**config.mk**
```make
export PLATFORM = sky130hd
export DESIGN_NAME = imem_loader
export DESIGN_NICKNAME = d
export VERILOG_FILES = /design/src/rtl/imem_loader.sv
export SDC_FILE = /design/constraint.sdc
export NUM_CORES = 1
export LEC_CHECK = 0
export ABC_AREA = 1
export BUFFER_PORTS_ARGS = -buffer_cell sky130_fd_sc_hd__buf_4
export CAP_MARGIN = 20
export CORE_MARGIN = 2
export CORE_UTILIZATION = 47
export CTS_BUF_LIST = sky130_fd_sc_hd__clkbuf_16
export CTS_CLUSTER_DIAMETER = 30
export DETAILED_ROUTE_END_ITERATION = 7
export PLACE_DENSITY = 0.7
export SYNTH_ARGS = -nofsm -noshare
export SYNTH_HDL_FRONTEND = slang
export SYNTH_SLANG_ARGS = --single-unit
export TNS_END_PERCENT = 10
```
**constraint.sdc**
```tcl
create_clock -name clk -period 3.2 [get_ports clk]
set_input_delay 0.32 -clock clk [delete_from_list [all_inputs] [get_ports clk]]
set_output_delay 0.32 -clock clk [all_outputs]
set_load 0.05 [all_outputs]
```
**src/rtl/imem_loader.sv**
```systemverilog
// Byte-stream instruction memory loader: length-prefixed big-endian image -> 32-bit imem writes.
// Optional trailing XOR checksum byte enabled by IMEM_LOADER_CHECKSUM_EN.
module imem_loader #(
  parameter int ADDR_W = 8
) (
  input  logic              clk,
  input  logic              rst,
  input  logic              start,
  input  logic              in_valid,
  input  logic [7:0]        in_data,
  output logic              in_ready,
  output logic              mem_we,
  output logic [ADDR_W-1:0] mem_addr,
  output logic [31:0]       mem_wdata,
  output logic              cpu_hold,
  output logic              busy,
  output logic              done,
  output logic              err,
  output logic [15:0]       words_loaded
);
  localparam int DEPTH = 1 << ADDR_W;

  typedef enum logic [2:0] {
    IDLE, LEN_HI, LEN_LO, DATA,
`ifdef IMEM_LOADER_CHECKSUM_EN
    CSUM,
`endif
    FIN
  } state_t;

`ifdef IMEM_LOADER_CHECKSUM_EN
  localparam state_t POST_DATA = CSUM;
`else
  localparam state_t POST_DATA = FIN;
`endif

  state_t      state, nxt;
  logic [15:0] len;
  logic [15:0] word_idx;
  logic [1:0]  byte_idx;
  logic [23:0] shreg;
  logic        xfer, word_done, last_word, in_range;
`ifdef IMEM_LOADER_CHECKSUM_EN
  logic [7:0]  csum;
`endif

  assign xfer      = in_valid && in_ready;
  assign word_done = xfer && (state == DATA) && (byte_idx == 2'd3);
  assign last_word = (word_idx == len - 16'd1);
  assign in_range  = 32'(word_idx) < DEPTH;

  always_ff @(posedge clk or posedge rst) begin
    if (rst) state <= IDLE;
    else     state <= nxt;
  end

  always_comb begin
    nxt      = state;
    in_ready = 1'b0;
    busy     = 1'b1;
    done     = 1'b0;
    case (state)
      IDLE: begin
        busy = 1'b0;
        if (start) nxt = LEN_HI;
      end
      LEN_HI: begin
        in_ready = 1'b1;
        if (in_valid) nxt = LEN_LO;
      end
      LEN_LO: begin
        in_ready = 1'b1;
        if (in_valid) nxt = ({len[15:8], in_data} == 16'd0) ? POST_DATA : DATA;
      end
      DATA: begin
        in_ready = 1'b1;
        if (word_done && last_word) nxt = POST_DATA;
      end
`ifdef IMEM_LOADER_CHECKSUM_EN
      CSUM: begin
        in_ready = 1'b1;
        if (in_valid) nxt = FIN;
      end
`endif
      FIN: begin
        done = 1'b1;
        nxt  = IDLE;
      end
      default: nxt = IDLE;
    endcase
    cpu_hold = busy;
  end

  // mem_we is registered off the 4th byte, so the write lands one cycle later
  // while the next word's bytes keep flowing in.
  always_ff @(posedge clk or posedge rst) begin
    if (rst) begin
      len          <= '0;
      word_idx     <= '0;
      byte_idx     <= '0;
      shreg        <= '0;
      mem_we       <= 1'b0;
      mem_addr     <= '0;
      mem_wdata    <= '0;
      err          <= 1'b0;
      words_loaded <= '0;
`ifdef IMEM_LOADER_CHECKSUM_EN
      csum         <= '0;
`endif
    end else begin
      mem_we <= 1'b0;
      case (state)
        IDLE: if (start) begin
          err          <= 1'b0;
          words_loaded <= '0;
`ifdef IMEM_LOADER_CHECKSUM_EN
          csum         <= '0;
`endif
        end
        LEN_HI: if (xfer) len[15:8] <= in_data;
        LEN_LO: if (xfer) begin
          len[7:0] <= in_data;
          word_idx <= '0;
          byte_idx <= '0;
        end
        DATA: if (xfer) begin
          byte_idx <= byte_idx + 2'd1;
          shreg    <= {shreg[15:0], in_data};
          if (byte_idx == 2'd3) begin
            word_idx <= word_idx + 16'd1;
            if (in_range) begin
              mem_we    <= 1'b1;
              mem_addr  <= word_idx[ADDR_W-1:0];
              mem_wdata <= {shreg, in_data};
              if (32'(words_loaded) < DEPTH) words_loaded <= words_loaded + 16'd1;
            end else begin
              err <= 1'b1;
            end
          end
        end
`ifdef IMEM_LOADER_CHECKSUM_EN
        CSUM: if (xfer && in_data != csum) err <= 1'b1;
`endif
        default: ;
      endcase
`ifdef IMEM_LOADER_CHECKSUM_EN
      if (xfer && state != CSUM) csum <= csum ^ in_data;
`endif
    end
  end
endmodule

```
==> impl.org <==
** Run status
- Outcome :: finished, violations left
- The checks that failed: DRC.

** Worst setup path
- Crit end category :: flop
- Crit path max fanout :: 4
- Worst EP required :: 3.51 ns
- Kind of critical path :: reg2reg
- STA classifies the critical path startpoint as a flop.
- Arrival time at the worst endpoint :: 2.35 ns

** Finish
- Share of post-route cells with drive strength above 1 :: 16.7%
- Finished Layout Cells :: 916
- From synthesis to final layout, the design area changed by 21.7%.
- Once layout is done, the placed cells without fillers occupy 0.00683 mm2.
- Summing all multi-input logic gate instances after layout gives 0.00216 mm2.
- The repair_antennas step left the layout with diodes totalling 0.
- Post-layout net count :: 777
- Cells fill 59.3% of the core in the end.
- Sequential standard cell area :: approximately 0.0030 mm2
- Number of filler instances in the final layout :: between 1000 and 1500

** Synth
- Post-synthesis net count :: 700
- During synthesis, Yosys emitted a total of 0 warnings.
- Number of enable-type register cells in the synthesized netlist :: 0
- Unique masters post-synth :: 36
- Yosys reg bits :: 119
- The largest total area in the synthesized netlist belongs to dfrtp_1.
- Of all flip-flops after synthesis, the portion carrying an async set or reset was 100%.
- Counting every instance in the synthesized netlist gives roughly 700.
- Most common cell in the synthesized netlist :: nand2_1
- Primary flip-flop cell chosen by synthesis mapping :: dfrtp_1
- Average cell area after synthesis :: between 8 and 9 um2
- Main area contributors after synthesis :: dfrtp_1, nand2_1, inv_1
- Top cell type's share of synthesized area :: 53.1%
- Post-synth design cell area :: 0.00561 mm2
- Summing the sequential cell areas from Yosys gives between 50% and 60% of the chip area.
- Commonest cells in the synthesized netlist :: nand2_1, dfrtp_1, inv_1

** STA
- The final critical path takes up 63.8% of the cycle.
- Total of endpoints with negative setup slack in the final report :: 0
- Hold Vio Cnt, Final :: 0
- For the pin with the worst max-slew slack, the measured transition is 0.748 ns.
- Static timing analysis puts the maximum clock frequency at 490 MHz.
- Setup repair after global routing left no endpoint under its margin.
- In this run the tightest slew margin relative to its limit is 50.0%.
- The max-slew violation count is 0.
- Worst setup slack after layout :: 1.16 ns
- Min Clock Period, post-route :: between 2 and 2.5 ns
- After routing, the total negative slack on setup checks comes to 0 ns.
- Worst clock skew on the final layout :: 0.00670 ns

** Drt
- In this run the remaining antenna-violating nets after routing total 0.
- Summed over all layers, the routed wires come to about 13 mm.
- Number of DRC markers in iteration 0 :: 351
- The detailed router placed 4627 vias in this run.
- Detail-routed via count per cell :: 5.05
- Dividing the detail-routed wire length by the instance count gives around 14 um.
- Remaining routing DRC violations :: 5
- Pre-antenna DRT Iters :: 6

** Power
- Across the VDD grid, the largest voltage drop is just over 500 uV.
- Dividing total power by cell area gives a power density of 890 mW/mm2.
- For this design the static power due to leakage is roughly 0.0034 uW.

** Job
- Number of max-capacitance violations reported :: 0

** Floorplanning
- Die footprint :: between 0.01 and 0.015 mm2
- Once the floorplan was initialized, standard cells occupied 48.7% of the core.
- Core Rows :: 39
- After floorplanning, the core was sized to cover around 0.012 mm2.
- In this run the count of I/O pins placed on the die edge is 74.
- Die boundary height :: 113 um
- Measured along the x axis, the die boundary spans 113 um.

** Clock network
- Once the clock tree was built, the resizer swapped 0 gates to a different size.
- The clock net in this run drives a total of around 120 sinks.
- In this run, CTS created clock tree buffers numbering 17.
- Clock tree synthesis selected as its root buffer the cell clkbuf_16.
- TritonCTS built the clock tree.
- Clock-pin slew on the worst setup and hold paths :: approximately 0.05 ns
- At the later pin of the worst-skew pair, clock insertion delay measures 0.41 ns.
- The H-tree generated during clock tree synthesis spans 4 levels.
- The clock passes through at most 2 buffers.

** Global route
- Global-route wire length before repair :: 21.6 mm
- Pin count of the biggest net entering global routing :: 73
- The number of antenna violations at the first check in global routing came to 0.
- In the global route stage, overall resource usage came out at about a fifth.
- Via count of the first global-routing pass :: approximately 4400
- Overflow left after global routing :: 0

** Place
- Final HPWL DP :: 9.12 mm
- GPL Wtd Cong :: 0.856
- Number of cells in the design after placement :: ~880
- The count of buffers added on input and output ports is 73.
- After detailed placement, the total cell area comes to ~0.0063 mm2.
- Worst slack after detailed placement :: 1.12 ns

** Worst hold path
- The path class of the tightest hold or removal check is in2reg.
-- layout make-up --
type / instances / share of cell area [%]
Sequential cell: 119 / 43.6
Multi-Input combinational cell: 447 / 31.7
Timing Repair Buffer: 78 / 8.98
Clock buffer: 17 / 6.23
Inverter: 98 / 5.44
Tap cell: 143 / 2.62
Clock inverter: 14 / 1.41
-- path summary, 6_finish.rpt --
| path | start | to | slack, ns | depth (start not counted) |
|---|---|---|---|---|
| min in group asynchronous | rst | shreg[8] | 0.54 | 3 |
| max in group asynchronous | rst | len[13] | 1.89 | 4 |
| hold / removal | in_data[0] | mem_wdata[0] | 0.24 | 3 |
| setup / recovery | len[0] | state[1] | 1.16 | 15 |
| setup reg to reg | len[0] | state[1] | 1.16 | 15 |
| hold reg to reg | mem_wdata[26] | mem_wdata[26] | 0.47 | 2 |
-- through the flow --
stage          hold WS, ns  total power (uW)
6_report             0.243              6070
4_1_cts              0.231              6100
3_5_place_dp         0.422              4380
2_1_floorplan        0.449              3840
5_1_grt              0.269              6510
3_3_place_gp         0.414              4330
-- flip-flops by register name, summed over array words and instances (netlist names) --
name,count
err,1
byte_idx,2
words_loaded,16
len,16
word_idx,16
shreg,24
mem_addr,8
mem_we,1
state,3
mem_wdata,32
-- logic make-up after synthesis --
family	share of synthesized area, %
XOR/XNOR	2.34
flip-flops	53.1
AND/OR/NAND/NOR	24.2
AO/OA/AOI/OAI	11.2
buffers and inverters	8.36
adder cells (fa/ha/maj)	0.892
-- per-layer routing --
metal  global-route usage [%]  vias to the layer above  wire [um]
li1                         -                     2333          -
met1                     29.4                     2158       5900
met2                     33.7                      119       6100
met3                     4.82                       17        645
met4                     7.07                        0        166
met5                        0                        -          0
-- worst max-delay path, stage by stage, from the launching register on --
cell	delay (ns)
dfrtp_1	0.43
inv_1	0.10
ha_1	0.19
nand3_1	0.14
nor2_1	0.24
nand2_1	0.08
nand2_1	0.07
nand2_1	0.05
nor2_1	0.09
nand2_1	0.06
nor2_1	0.08
nand3_1	0.09
nand2_1	0.12
nand2_1	0.08
nand2_1	0.07
nand2_1	0.04
-- cell usage in the layout (no fill, tap or decap), types with 3 or more instances in the layout --
cell type	netlist	final
o31ai_1	3	3
inv_1	93	95
a21oi_1	16	16
nand2_1	187	187
nor2_1	51	51
clkbuf_16	0	17
dfrtp_1	119	119
nor3_2	3	3
nor3_1	14	14
nor2_2	4	4
nand3b_1	3	3
clkinv_2	0	7
nand3_1	19	19
buf_4	2	75
inv_2	5	5
nand4_1	7	7
xor2_1	8	8
o21ai_1	35	35
ha_1	4	4
nor2_4	4	4
o21ai_0	58	58
nor4_1	9	9
xnor2_1	7	7
nand2_2	4	4
-- timing repair --
action / in CTS / in global routing
endpoints found under the hold margin: 25 / 0
setup buffers: 0 / 0
hold buffers: 1 / 0
-- report_power, final --
group	total [uW]	internal (uW)	switching (uW)	leakage, uW
Clock	1690	1040	651	0.000273
Combinational	2190	671	1520	0.00156
Sequential	2200	1880	317	0.00161
Total	6070	3590	2480	0.00344
Note: power is estimated with default switching activity, not from simulation.
